--- src/rtl/countdown_timer.sv ---
// Countdown timer, mm:ss in BCD, counted down by an external 1 Hz tick.
// After reaching 00:00 it holds an alarm for ALARM_TICKS ticks, then
// returns to idle on its own.
//
// state   | meaning
// --------+----------------------------------------------------------
// S_IDLE  | stopped; count holds the last preset or 00:00
// S_RUN   | counting down one second per tick_1hz
// S_PAUSE | counting suspended; start resumes it
// S_DONE  | reached 00:00; alarm asserted until ALARM_TICKS ticks pass
//
// Command priority each cycle: load > stop > pause > start.
// A pause that cannot act (outside S_RUN) does not block a start.
module countdown_timer #(
    parameter int unsigned ALARM_TICKS = 10
) (
    input  logic       clk,
    input  logic       rst,
    input  logic       tick_1hz,
    input  logic       load,
    input  logic [7:0] set_min,
    input  logic [7:0] set_sec,
    input  logic       start,
    input  logic       pause,
    input  logic       stop,
    output logic [3:0] min_tens,
    output logic [3:0] min_ones,
    output logic [3:0] sec_tens,
    output logic [3:0] sec_ones,
    output logic       running,
    output logic       done,
    output logic       alarm,
    output logic       load_err
);

    typedef enum logic [1:0] {
        S_IDLE  = 2'd0,
        S_RUN   = 2'd1,
        S_PAUSE = 2'd2,
        S_DONE  = 2'd3
    } state_t;

    state_t      state;
    logic [7:0]  alarm_cnt;
    logic [15:0] count_bcd;
    logic        preset_ok;
    logic        count_is_zero;
    logic        count_is_one;

    // One-second decrement with borrow through every digit; the caller
    // guarantees the count is non-zero.
    function automatic logic [15:0] dec_bcd(input logic [15:0] c);
        logic [3:0] mt;
        logic [3:0] mo;
        logic [3:0] st;
        logic [3:0] so;
        {mt, mo, st, so} = c;
        if (so != 4'd0) begin
            so = so - 4'd1;
        end else begin
            so = 4'd9;
            if (st != 4'd0) begin
                st = st - 4'd1;
            end else begin
                st = 4'd5;
                if (mo != 4'd0) begin
                    mo = mo - 4'd1;
                end else begin
                    mo = 4'd9;
                    mt = mt - 4'd1;
                end
            end
        end
        return {mt, mo, st, so};
    endfunction

    // Preset validity and count terminal compares.
    always_comb begin
        count_bcd     = {min_tens, min_ones, sec_tens, sec_ones};
        preset_ok     = (set_min[7:4] <= 4'd5) && (set_min[3:0] <= 4'd9) &&
                        (set_sec[7:4] <= 4'd5) && (set_sec[3:0] <= 4'd9);
        count_is_zero = (count_bcd == 16'h0000);
        count_is_one  = (count_bcd == 16'h0001);
    end

    // Controller FSM with count, alarm down-counter and registered flags.
    always_ff @(posedge clk or posedge rst) begin
        if (rst) begin
            state     <= S_IDLE;
            min_tens  <= 4'd0;
            min_ones  <= 4'd0;
            sec_tens  <= 4'd0;
            sec_ones  <= 4'd0;
            running   <= 1'b0;
            done      <= 1'b0;
            alarm     <= 1'b0;
            load_err  <= 1'b0;
            alarm_cnt <= 8'd0;
        end else begin
            done     <= 1'b0;
            load_err <= 1'b0;
            if (load) begin
                if (preset_ok) begin
                    {min_tens, min_ones} <= set_min;
                    {sec_tens, sec_ones} <= set_sec;
                    state     <= S_IDLE;
                    running   <= 1'b0;
                    alarm     <= 1'b0;
                    alarm_cnt <= 8'd0;
                end else begin
                    load_err <= 1'b1;
                end
            end else if (stop) begin
                state     <= S_IDLE;
                running   <= 1'b0;
                alarm     <= 1'b0;
                alarm_cnt <= 8'd0;
            end else if (pause && state == S_RUN) begin
                state   <= S_PAUSE;
                running <= 1'b0;
            end else begin
                case (state)
                    S_IDLE, S_PAUSE: begin
                        if (start && !count_is_zero) begin
                            state   <= S_RUN;
                            running <= 1'b1;
                        end
                    end
                    S_RUN: begin
                        if (tick_1hz) begin
                            if (count_is_one) begin
                                {min_tens, min_ones, sec_tens, sec_ones} <= 16'h0000;
                                state     <= S_DONE;
                                running   <= 1'b0;
                                alarm     <= 1'b1;
                                done      <= 1'b1;
                                alarm_cnt <= 8'(ALARM_TICKS);
                            end else if (!count_is_zero) begin
                                {min_tens, min_ones, sec_tens, sec_ones} <= dec_bcd(count_bcd);
                            end
                        end
                    end
                    S_DONE: begin
                        if (tick_1hz) begin
                            if (alarm_cnt <= 8'd1) begin
                                state     <= S_IDLE;
                                alarm     <= 1'b0;
                                alarm_cnt <= 8'd0;
                            end else begin
                                alarm_cnt <= alarm_cnt - 8'd1;
                            end
                        end
                    end
                    default: begin
                        state   <= S_IDLE;
                        running <= 1'b0;
                        alarm   <= 1'b0;
                    end
                endcase
            end
        end
    end

endmodule

--- config.mk ---
export PLATFORM = sky130hd
export DESIGN_NAME = countdown_timer
export DESIGN_NICKNAME = d
export VERILOG_FILES = /design/src/rtl/countdown_timer.sv
export SDC_FILE = /design/constraint.sdc
export NUM_CORES = 1
export LEC_CHECK = 0
export CAP_MARGIN = 5
export CORE_MARGIN = 2
export CORE_UTILIZATION = 46
export CTS_BUF_LIST = sky130_fd_sc_hd__clkbuf_16
export CTS_CLUSTER_SIZE = 20
export DETAILED_ROUTE_END_ITERATION = 8
export HOLD_SLACK_MARGIN = 0.02
export PLACE_DENSITY = 0.76
export SLEW_MARGIN = 25
export SYNTH_ARGS = -nofsm -noshare
export SYNTH_HDL_FRONTEND = slang
export SYNTH_SLANG_ARGS = --single-unit
export TNS_END_PERCENT = 10
--- constraint.sdc ---
create_clock -name clk -period 2.31 [get_ports clk]
set_clock_uncertainty 0.1 [all_clocks]
set_input_delay 0.693 -clock clk [delete_from_list [all_inputs] [get_ports clk]]
set_output_delay 0.693 -clock clk [all_outputs]
set_load 0.02 [all_outputs]
# After elaboration in Yosys (flattened, before gate mapping)
# Cells that the tools add are included.
totals:
  register_bits: 30
  input_bits: 23
  out_inout_bits: 20
  wordCells: 149
op_classes:
  n_addsub: 5
  order_cmp: 5
  n_eq_ne: 21
  muxes: 84
  n_reduce_logical: 24
ops:
  columns: ["cell", "count"]
  rows:
  - ["$mux W4", 41]
  - ["$mux W8", 8]
  - ["$mux W1", 22]
  - ["$mux W2", 9]
  - ["$reduce_and A6 Y1", 3]
  - ["$eq A16 B1 Y1 const B", 1]
  - ["$logic_not A16 Y1", 1]
  - ["$ne A4 B4 Y1 const B", 4]
  - ["$pmux W8 S2", 1]
  - ["$reduce_bool A4 Y1", 4]
  - ["$sub A4 B1 Y4 const B", 4]
  - ["$ne A5 B5 Y1 const B", 3]
  - ["$reduce_and A7 Y1", 2]
  - ["$ne A3 B3 Y1 const B", 4]
  - ["$ne A5 B4 Y1 const B", 2]
  - ["$reduce_and A9 Y1", 1]
  - ["$le A4 B3 Y1 const B", 2]
  - ["$le A4 B4 Y1 const B", 2]
  - ["$le A8 B1 Y1 const B", 1]
  - ["$reduce_and A8 Y1", 1]
  - ["$sub A8 B1 Y8 const B", 1]
  - ["$pmux W2 S3", 1]
  - ["$logic_and A1 B1 Y1", 5]
  - ["$reduce_and A5 Y1", 1]
  - ["11 further kinds", 15]

# Depth between registers and ports, before layout
# Gate-level depths: netlist (run 1).
logic_depth:
  word_depth: 11
  ltp_mapped: 8
  ltp_nobuf: 7

# Worst setup path after synthesis (run 1)
# No wires, ideal clock.
synth_timing:
  path_kind: "reg-to-reg"
  from: "reg sec_tens[0]"
  to: "reg min_ones[2]"
  setup_time_ns: 0.133
  arrival_ns: 2.309
  t_required_ns: 2.077
  setup_slack_ns: -0.232
  path_stages_with_launch: 9
  n_path_buf: 1
  path_cell_list: "dfrtp_1 > inv_1 > ha_1 > or3b_4 > or4_4 > and3_4 > buf_6 > o31ai_1 > o21ai_0"
synth_between:
  elab_chain_cells: 7
  word_cells_on_any_way: 13
  cone_classes: "eq/ne (4); mux (6); reduce/logical (3)"
synth_rtl:
  columns: ["element", "line", "rtl"]
  rows:
  - ["start: declaration", "28", "output logic [3:0] sec_tens,"]
  - ["start signal: assignment", "105", "{sec_tens, sec_ones} <= set_sec;"]
  - ["start signal: assignment", "139", "{min_tens, min_ones, sec_tens, sec_ones} <= dec_bcd(count_bcd);"]
  - ["$eq A16 B1 Y1", "83", "count_is_one = (count_bcd == 16'h0001);"]
  - ["$mux W4", "131", "if (count_is_one) begin"]
  - ["$mux W4", "130", "if (tick_1hz) begin"]
  - ["$mux W4", "122", "case (state)"]
  - ["$mux W4", "118", "end else if (pause && state == S_RUN) begin"]
  - ["$mux W4", "113", "end else if (stop) begin"]
  - ["$mux W4", "102", "if (load) begin"]
  - ["end signal: assignment", "104", "{min_tens, min_ones} <= set_min;"]
  - ["end signal: assignment", "139", null]
  - ["end: declaration", "27", "output logic [3:0] min_ones,"]
# Several ways; a longest one is shown, not always the timed one. The select of a mux whose other input is x is not followed.
# A chain may end at the register's enable or synchronous reset.

# Worst setup path after layout (run 1)
layout_timing:
  from: "reg min_ones[0]"
  to: "reg min_ones[2]"
layout_between:
  elab_chain_cells: 11
  word_cells_on_any_way: 18
  cone_classes: "add/sub (1); eq/ne (4); mux (10); reduce/logical (3)"
layout_rtl:
  columns: ["element", "line", "rtl"]
  rows:
  - ["$sub A4 B1 Y4 or $reduce_bool A4 Y1 (tied branches)", "67, 66", null]
  - ["$mux W4", "66", "if (mo != 4'd0) begin"]
  - ["$mux W4", "62", "if (st != 4'd0) begin"]
  - ["$mux W4", "58", "if (so != 4'd0) begin"]
  - ["$mux W4", "138", "end else if (!count_is_zero) begin"]
  - ["$mux W4", "131", null]
  - ["$mux W4", "130", null]
  - ["$mux W4", "122", null]
  - ["$mux W4", "118", null]
  - ["$mux W4", "113", null]
  - ["$mux W4", "102", null]
# Several ways; a longest one is shown, not always the timed one. The select of a mux whose other input is x is not followed.

==> results of run 1 <==
timing repair:
item | CTS | global route
endpoints found under the setup margin | 28 | 26
resized for setup | 36 | 31
cloned | 1 | 0
pin swaps | 13 | 7
buffers inserted | 4 | 4
state kept, by name, summed over array words and instances (netlist names):
register and flops:
sec_tens 4, alarm 1, alarm_cnt 8, load_err 1, done 1, sec_ones 4, min_ones 4, state 2
running 1, min_tens 4
report_power, final:
| part | total [uW] | switching (uW) | internal (uW) |
|---|---|---|---|
| clock network | 636 | 243 | 393 |
| logic | 1990 | 991 | 995 |
| registers | 797 | 136 | 662 |
| total | 3420 | 1370 | 2050 |
logic make-up (layout without fill, tap and decap cells):
logic type                 count (synthesis)  count (layout)  synth area share, %
AOI/OAI and AO/OA                         92              92                 29.5
DFF                                       30              30                 37.3
and+or+nand+nor                           68              69                 19.9
adders and majority gates                  9               9                 5.59
muxes                                      5               5                 2.67
buffers and inverters                     25             129                 5.03
synthesized netlist by cell type (2+ instances only):
| cell type | count |
|---|---|
| a21o_1 | 5 |
| a21oi_1 | 15 |
| a22o_1 | 2 |
| a22oi_1 | 3 |
| a2bb2oi_1 | 2 |
| a31oi_1 | 4 |
| a32oi_1 | 3 |
| a41oi_1 | 2 |
| and2_1 | 2 |
| and4_1 | 2 |
| clkbuf_1 | 7 |
| dfrtp_1 | 30 |
| ha_1 | 9 |
| inv_1 | 17 |
| mux2_2 | 3 |
| mux2i_1 | 2 |
| nand2_1 | 14 |
| nand3_1 | 3 |
| nand4_1 | 4 |
| nor2_1 | 11 |
| nor3_1 | 9 |
| nor3b_1 | 5 |
| nor4bb_1 | 3 |
| o211ai_1 | 2 |
| o21ai_0 | 28 |
| o21ai_1 | 3 |
| o21bai_1 | 2 |
| o22ai_1 | 2 |
| o2bb2ai_1 | 2 |
| o31ai_1 | 6 |
| o41ai_1 | 3 |
| or3_1 | 2 |
| or3b_1 | 2 |
| or3b_2 | 2 |
cell type report:
cell class | instances | share of cell area (%)
multi-input combinational | 175 | 42.7
sequential | 30 | 22.6
timing repair buffer | 104 | 26.6
clock buffer | 5 | 3.72
tap | 52 | 1.94
inverter | 17 | 1.90
clock inverter | 3 | 0.484
worst max-delay path, stage by stage, from the launching register on:
cell and delay [ns]:
dfrtp_2 0.42, inv_2 0.09, ha_4 0.13, or3b_4 0.38, or4_4 0.58, and3_4 0.25
or2_4 0.27, o21ai_2 0.12
routing by layer:
| layer | vias up | global-route usage (%) | share of wire [%] |
|---|---|---|---|
| li1 | 1085 | - | - |
| met1 | 1140 | 35.5 | 41 |
| met2 | 75 | 48.6 | 52 |
| met3 | 19 | 4.18 | 3.9 |
| met4 | 0 | 12.6 | 3.1 |
| met5 | - | 0 | 0 |
per-stage QoR:
step                      cell area [um^2]  power, uW  util [%]  TNS (ns)
final                                 3360       3420      78.2    -0.958
after global routing                  3360       3600      78.2     -2.35
after floorplan                       2050       1610         -     -1.20
after global placement                2900       2380      67.5    -11.20
after CTS                             3200       3230      74.5    -0.713
after detailed placement              2900       2420      67.5    -12.60
how the worst max path moves through the flow:
stage	from	endpoint	slack, ns	cells after the start
CTS	min_ones[0]	min_ones[0]	-0.08	7
global route	min_ones[0]	min_ones[3]	-0.15	7
floorplan	sec_tens[0]	min_tens[3]	-0.13	7
global placement	set_min[1]	sec_ones[0]	-0.51	6
detailed placement	set_sec[1]	sec_ones[0]	-0.55	6
finish	min_ones[0]	min_ones[2]	-0.1	7
==> flow_summary.json, run 1 <==
{
  "hpwl_um": 4440,
  "die_w_um": 70.2,
  "pin_count": 43,
  "area_growth_pct": 66.9,
  "fp.coreArea_um2": 4290,
  "cts_max_level": 2,
  "final_common_cell": "buf_4",
  "overflow": 0,
  "leakage_uw": 0.00147,
  "numCtsBuffers": 5,
  "port_buffers": 42,
  "worst_pin_slew_ns": 0.467,
  "drc": 0,
  "critPathCaptureType": "flop",
  "syn_area_um2": 2010,
  "worst_r2r_path_depth": 7,
  "hold_viol": 0,
  "relSlewSlack_pct": 68.8,
  "multi_input_area_um2": 1430,
  "crit_type": "flop to flop",
  "cts_tree": "yes",
  "gp_congestion": 0.895,
  "ys_types": 52,
  "finalNonFillerCells": 386,
  "max_cap_viol_count": 0,
  "cp_data_arrival_time_ns": 2.51,
  "finalHoldWorstSlack_ns": 0.401,
  "avgSynthCellArea_um2": 8.79,
  "clk_pin_slew_worst_paths_ns": 0.06,
  "worstHoldStart": "alarm",
  "ys.flop_type": "dfrtp_1",
  "track_usage_pct": 28.4,
  "min_period_ns": 2.41,
  "ys_async_sr_fraction_pct": 100,
  "die-area_um2": 4920,
  "postRouteAntennaNets": 0,
  "irDropWorstVdd_uv": 709,
  "fmax_mhz": 416,
  "rows": 24,
  "synth_top_area_cell": "dfrtp_1",
  "synth_top_area_share_pct": 37.3,
  "reg2reg_from": "min_ones[0]",
  "routed-via-count": 2319,
  "num_antenna_cells": 0,
  "worstHoldPathType": "flop to flop",
  "ys_warn_count": 0,
  "seq_area_frac_synth_pct": 37.3,
  "clock_latency_ns": 0.28,
  "vias_per_cell": 6.01,
  "fin_ws_ns": -0.0957,
  "reg2reg_to": "min_ones[2]",
  "syn_nets": 261,
  "worstHoldEndpoint": "alarm",
  "synth.area.top_cells": "dfrtp_1, o21ai_0, ha_1",
  "drt-initial-drc-count": 145,
  "cts_sinks": 30,
  "min_period_over_period_pct": 104,
  "antenna_found_initial": 0,
  "r2r_slack_ns": -0.1,
  "grt_start_max_net_pins": 31,
  "routedWlPerCell_um": 17.9,
  "grt_pass1_wl_um": 11100,
  "synth_edf_count": 0,
  "final_cell_mix": "buf_4, clkdlybuf4s50_1, dfrtp_1",
  "seq_area_um2": 761,
  "pre_cts_slack_ns": -0.550,
  "syn-instance-count": 229,
  "die_height_um": 70.2,
  "powerDensity_nw_per_um2": 1020,
  "place_inst": 369,
  "rsz0062_at_grt": "true",
  "start_util_pct": 46.9,
  "wl_um": 6920,
  "grt_pass1_vias": 2329,
  "cts_root_buf": "clkbuf_16",
  "critPathMaxFanout": 6,
  "setup_viol": 17,
  "ys_ff_latch": 30,
  "startpoint_type": "flop",
  "violations": "negative setup slack",
  "min_path_cells": 1,
  "cp.required_ns": 2.41,
  "clockBufferDepth": 2,
  "num-fill-cells": 280,
  "maxSlewViolCount": 0,
  "outcome": "complete, but fails checks",
  "nets": 365,
  "firstDrtPassIters": 4,
  "drive_above_1_share_pct": 39.5,
  "ctsHoldBuffers": 0
}
Power figures use the tool's default switching activity.
==> run 2: changes to the inputs <==
--- a/config.mk
+++ b/config.mk
@@ -13,6 +13,7 @@
 export DETAILED_ROUTE_END_ITERATION = 8
 export HOLD_SLACK_MARGIN = 0.02
 export PLACE_DENSITY = 0.76
+export SKIP_CTS_REPAIR_TIMING = 1
 export SLEW_MARGIN = 25
 export SYNTH_ARGS = -nofsm -noshare
 export SYNTH_HDL_FRONTEND = slang
==> run 2 against run 1 <==
  * The flow still finishes with violations (negative setup slack)
  * Global-route usage shrank 2.6 points
  * Clock power grew 1%
  * Utilization shrank 1.2 points
  * Fmax shrank 2.1%
  * Register-to-register slack lost 0.05 ns
  * Non-clock buffer count shrank 1
  * Critical path depth is the same
  * Sequential power is essentially flat
  * Critical endpoint unchanged
  * Largest cell class unchanged
  * Highest routed layer unchanged
==> flow_summary.json, run 2 (same netlist as run 1, synthesis figures left out) <==
{
  "final_common_cell": "buf_4",
  "worst_r2r_path_depth": 7,
  "use_met2_pct": 43.0,
  "numCtsBuffers": 5,
  "place_inst": 369,
  "clock_latency_ns": 0.28,
  "critPathCaptureType": "flop",
  "drt-initial-drc-count": 138,
  "cts_tree": "yes",
  "fp.coreArea_um2": 4290,
  "postRouteAntennaNets": 0,
  "largest_reg_flops": 8,
  "grt_busiest_layer": "met2",
  "critPathMaxFanout": 6,
  "powerDensity_nw_per_um2": 1010,
  "reg2reg_from": "min_ones[0]",
  "r2r_slack_ns": -0.15,
  "worstHoldPathType": "flop to flop",
  "min_period_over_period_pct": 106,
  "irDropWorstVdd_uv": 584,
  "area_growth_pct": 64.4,
  "grt_use_met1_pct": 33.2,
  "drive_above_1_share_pct": 37.8,
  "antenna_found_initial": 0,
  "crit_type": "flop to flop",
  "pin_count": 43,
  "max_cap_viol_count": 0,
  "path_cells": "inv_2 > ha_4 > or3b_4 > or4_4 > and3_4 > o31ai_1 > o21ai_2",
  "rsz0062_at_grt": "true",
  "regMostFlops": "alarm_cnt",
  "fmax_mhz": 407,
  "firstDrtPassIters": 4,
  "grt_start_max_net_pins": 31,
  "violations": "negative setup slack",
  "cp_data_arrival_time_ns": 2.51,
  "rows": 24,
  "final_cell_mix": "buf_4, clkdlybuf4s50_1, dfrtp_1",
  "start_util_pct": 46.9,
  "reg2reg_to": "min_ones[2]",
  "min_path_cells": 1,
  "grt_pass1_vias": 2243,
  "num_antenna_cells": 0,
  "maxSlewViolCount": 0,
  "outcome": "complete, but fails checks",
  "die_w_um": 70.2,
  "nets": 364,
  "die_height_um": 70.2,
  "startpoint_type": "flop",
  "cts_max_level": 2,
  "routed-via-count": 2319,
  "grt_pass1_wl_um": 10200,
  "port_buffers": 42,
  "worst_pin_slew_ns": 0.486,
  "wl_um": 7030,
  "relSlewSlack_pct": 67.5,
  "gp_congestion": 0.895,
  "dpl-instance-area_um2": 2900,
  "vias_per_cell": 6.02,
  "leakage_uw": 0.00149,
  "die-area_um2": 4920,
  "stdcell_area_um2": 3310,
  "fin_ws_ns": -0.147,
  "pre_cts_slack_ns": -0.550,
  "finalNonFillerCells": 385,
  "cp.required_ns": 2.37,
  "clk_pin_slew_worst_paths_ns": 0.06,
  "clockBufferDepth": 2,
  "overflow": 0,
  "hold_viol": 0,
  "worstHoldEndpoint": "alarm",
  "track_usage_pct": 25.8,
  "cts_sinks": 30,
  "worstHoldStart": "alarm",
  "cpMaxStageDelayCell": "or4_4",
  "cts_root_buf": "clkbuf_16",
  "drc": 0,
  "min_period_ns": 2.46,
  "groute.layer.met3.usage_pct": 4.18,
  "slowest_delay_ns": 0.60,
  "hpwl_um": 4440,
  "setup_viol": 17,
  "routedWlPerCell_um": 18.3
}
-- run 2: cell types whose count changed in the layout (fill, tap and decap cells not counted), moves of 2 or more --
cell,delta
clkdlybuf4s50_1,-3
dlymetal6s2s_1,+6
dlygate4sd2_1,-3
o41ai_2,+2
o21ai_0,+3
o41ai_4,-2
o21ai_1,-2
-- run 2: critical path, delay by kind of cell (launching register included) --
family | cells | cell delay, ns
and+or+nand+nor | 3 | 1.26
DFF | 1 | 0.41
AOI/OAI and AO/OA | 2 | 0.35
adders and majority gates | 1 | 0.13
buffers and inverters | 1 | 0.09
-- run 2: layer usage --
metal  wire, um  vias to the layer above  part of all wire [%]
li1           -                     1078                     -
met1       2880                     1140                    41
met2       3580                       79                    51
met3        313                       22                   4.5
met4        252                        0                   3.6
met5          0                        -                     0
-- run 2: layout make-up --
type / instances / area [um^2]
Sequential cell: 30 / 761
Timing Repair Buffer: 103 / 902
Tap cell: 52 / 65.1
Inverter: 17 / 63.8
Clock buffer: 5 / 125
Clock inverter: 3 / 16.3
Multi-Input combinational cell: 175 / 1380
Fill cell: 291 / 985
-- run 2: metrics by stage --
stage	hold WS, ns	total power [uW]	util [%]	setup TNS (ns)
2_1_floorplan	0.388	1610	-	-1.20
3_3_place_gp	0.378	2380	67.5	-11.20
3_5_place_dp	0.388	2420	67.5	-12.60
4_1_cts	0.400	3060	70.8	-5.35
5_1_grt	0.414	3530	77.1	-3.32
6_report	0.401	3360	77.1	-1.72
-- run 2: how the worst max path moves through the flow --
stage          slack, ns        start           to  depth (start not counted)
2_1_floorplan      -0.13  sec_tens[0]  min_tens[3]                          7
3_3_place_gp       -0.51   set_min[1]  sec_ones[0]                          6
3_5_place_dp       -0.55   set_sec[1]  sec_ones[0]                          6
4_1_cts            -0.29   set_sec[1]  sec_ones[0]                          6
5_1_grt            -0.23  min_ones[0]  sec_tens[3]                          7
6_report           -0.15  min_ones[0]  min_ones[2]                          7
-- run 2: power breakdown --
group | internal (uW) | switching [uW] | total (uW)
combinational | 972 | 943 | 1920
sequential | 662 | 135 | 797
clock | 393 | 251 | 644
==> run 3: changes to the inputs <==
--- a/config.mk
+++ b/config.mk
@@ -13,6 +13,7 @@
 export DETAILED_ROUTE_END_ITERATION = 8
 export HOLD_SLACK_MARGIN = 0.02
 export PLACE_DENSITY = 0.76
+export REMOVE_ABC_BUFFERS = 1
 export SKIP_CTS_REPAIR_TIMING = 1
 export SLEW_MARGIN = 25
 export SYNTH_ARGS = -nofsm -noshare
==> run 3 against run 2 <==
  * The run still ends with negative setup slack left
  * Wire length up 1.2%
  * Utilization grew 1.4 points
  * Sequential cell count did not move
  * Register-to-register slack better by 0.05 ns
  * Design area increased by 1.8%
  * Largest cell class unchanged
==> flow_summary.json, run 3 (same netlist as run 1, synthesis figures left out) <==
{
  "fin_ws_ns": -0.0991,
  "area_growth_pct": 67.4,
  "cts_sinks": 30,
  "drive_above_1_share_pct": 36.1,
  "grt_pass1_vias": 2154,
  "powerDensity_nw_per_um2": 1000,
  "critPathCaptureType": "flop",
  "irDropWorstVdd_uv": 657,
  "gp_congestion": 0.921,
  "relSlewSlack_pct": 65.9,
  "nets": 369,
  "clock_latency_ns": 0.28,
  "min_period_ns": 2.41,
  "pin_count": 43,
  "cts_tree": "yes",
  "grt_pass1_wl_um": 10100,
  "routed-via-count": 2374,
  "critPathTopFamily": "simple AND/OR/NAND/NOR gates",
  "clk_pin_slew_worst_paths_ns": 0.05,
  "min_path_cells": 1,
  "finalPower_uw": 3380,
  "r2r_slack_ns": -0.1,
  "fp.coreArea_um2": 4290,
  "leakage_uw": 0.00151,
  "regMostFlops": "alarm_cnt",
  "critPathMaxFanout": 6,
  "slowest_delay_ns": 0.60,
  "final_common_cell": "buf_4",
  "startpoint_type": "flop",
  "max_cap_viol_count": 0,
  "hpwl_um": 4670,
  "num-fill-cells": 268,
  "firstDrtPassIters": 4,
  "vias_per_cell": 6.09,
  "min_period_over_period_pct": 104,
  "worstHoldStart": "alarm",
  "worstHoldPathType": "flop to flop",
  "rows": 24,
  "path_cells": "inv_2 > ha_4 > or3b_1 > or4_4 > and3_4 > or2_4 > o21ai_2",
  "setup_tns_ns": -0.652,
  "cpMaxStageDelayCell": "or4_4",
  "fmax_mhz": 415,
  "num_antenna_cells": 0,
  "reg2reg_to": "min_ones[1]",
  "clockBufferDepth": 2,
  "violations": "negative setup slack",
  "die_w_um": 70.2,
  "routedWlPerCell_um": 18.2,
  "hold_viol": 0,
  "drc": 0,
  "maxSlewViolCount": 0,
  "finalHoldWorstSlack_ns": 0.394,
  "crit_type": "flop to flop",
  "worstHoldEndpoint": "alarm",
  "critPathBufInv": 1,
  "grt_start_max_net_pins": 31,
  "drt-initial-drc-count": 237,
  "reg2reg_from": "min_tens[0]",
  "antenna_found_initial": 0,
  "worst_pin_slew_ns": 0.506,
  "largest_reg_flops": 8,
  "worst_r2r_path_depth": 7,
  "cts_max_level": 2,
  "wl_um": 7120,
  "rsz0062_at_grt": "true",
  "start_util_pct": 46.9,
  "cts_root_buf": "clkbuf_16",
  "numCtsBuffers": 5,
  "cp_data_arrival_time_ns": 2.51,
  "port_buffers": 42,
  "final_cell_mix": "buf_4, clkdlybuf4s50_1, dfrtp_1",
  "die_height_um": 70.2,
  "postRouteAntennaNets": 0,
  "cp.required_ns": 2.41,
  "overflow": 0,
  "setup_viol": 11,
  "die-area_um2": 4920,
  "outcome": "complete, but fails checks",
  "track_usage_pct": 25.9
}
==> run 3: changes by cell type in the layout (fill, tap and decap cells not counted), sizes merged <==
cell / delta
inv: +1
dlymetal6s2s: -4
clkdlybuf4s50: +4
clkinvlp: -1
buf: +5
==> run 3: worst max path at each step <==
stage / depth (start not counted) / startpoint / slack (ns) / end
global placement: 6 / set_min[5] / -0.38 / state[0]
global route: 7 / min_tens[1] / -0.13 / min_ones[1]
CTS: 9 / min_tens[0] / -0.19 / sec_tens[2]
finish: 7 / min_tens[0] / -0.1 / min_ones[1]
floorplan: 7 / sec_tens[0] / -0.18 / min_ones[0]
detailed placement: 6 / set_min[5] / -0.41 / alarm_cnt[1]
==> run 3: worst reg2reg max path, stage by stage (launching register included) <==
cell,delay [ns]
dfrtp_1,0.39
inv_2,0.09
ha_4,0.13
or3b_1,0.38
or4_4,0.60
and3_4,0.25
or2_4,0.27
o21ai_2,0.13
==> run 3: power breakdown <==
group / internal, uW / switching, uW / total [uW]
Clock: 389 / 235 / 623
Sequential: 651 / 92.6 / 743
Combinational: 995 / 1010 / 2010
==> run 3: per-layer routing <==
layer  part of all wire, %  GRT usage [%]  up-vias  wire, um
met2                    51           43.3       78      3610
met1                    43           33.9     1190      3040
met3                   4.7           3.61       13       334
met5                     0              0        -         0
li1                      -              -     1093         -
met4                   1.9           10.0        0       132
==> run 3: layout make-up <==
class / count / area (um^2) / area share (%)
Multi-Input combinational cell: 175 / 1420 / 42.1
Tap cell: 52 / 65.1 / 1.93
Inverter: 17 / 63.8 / 1.89
Clock buffer: 5 / 125 / 3.71
Clock inverter: 3 / 12.5 / 0.371
Sequential cell: 30 / 751 / 22.3
Timing Repair Buffer: 108 / 935 / 27.7
==> run 3: stage by stage <==
step	cell area [um^2]	util, %	std cells	setup WS [ns]
4_1_cts	3060	71.2	384	-0.190
3_5_place_dp	2920	68.0	376	-0.412
6_report	3370	78.5	390	-0.0991
5_1_grt	3370	78.5	390	-0.135
3_3_place_gp	2920	68.0	376	-0.380
2_1_floorplan	1980	-	221	-0.179
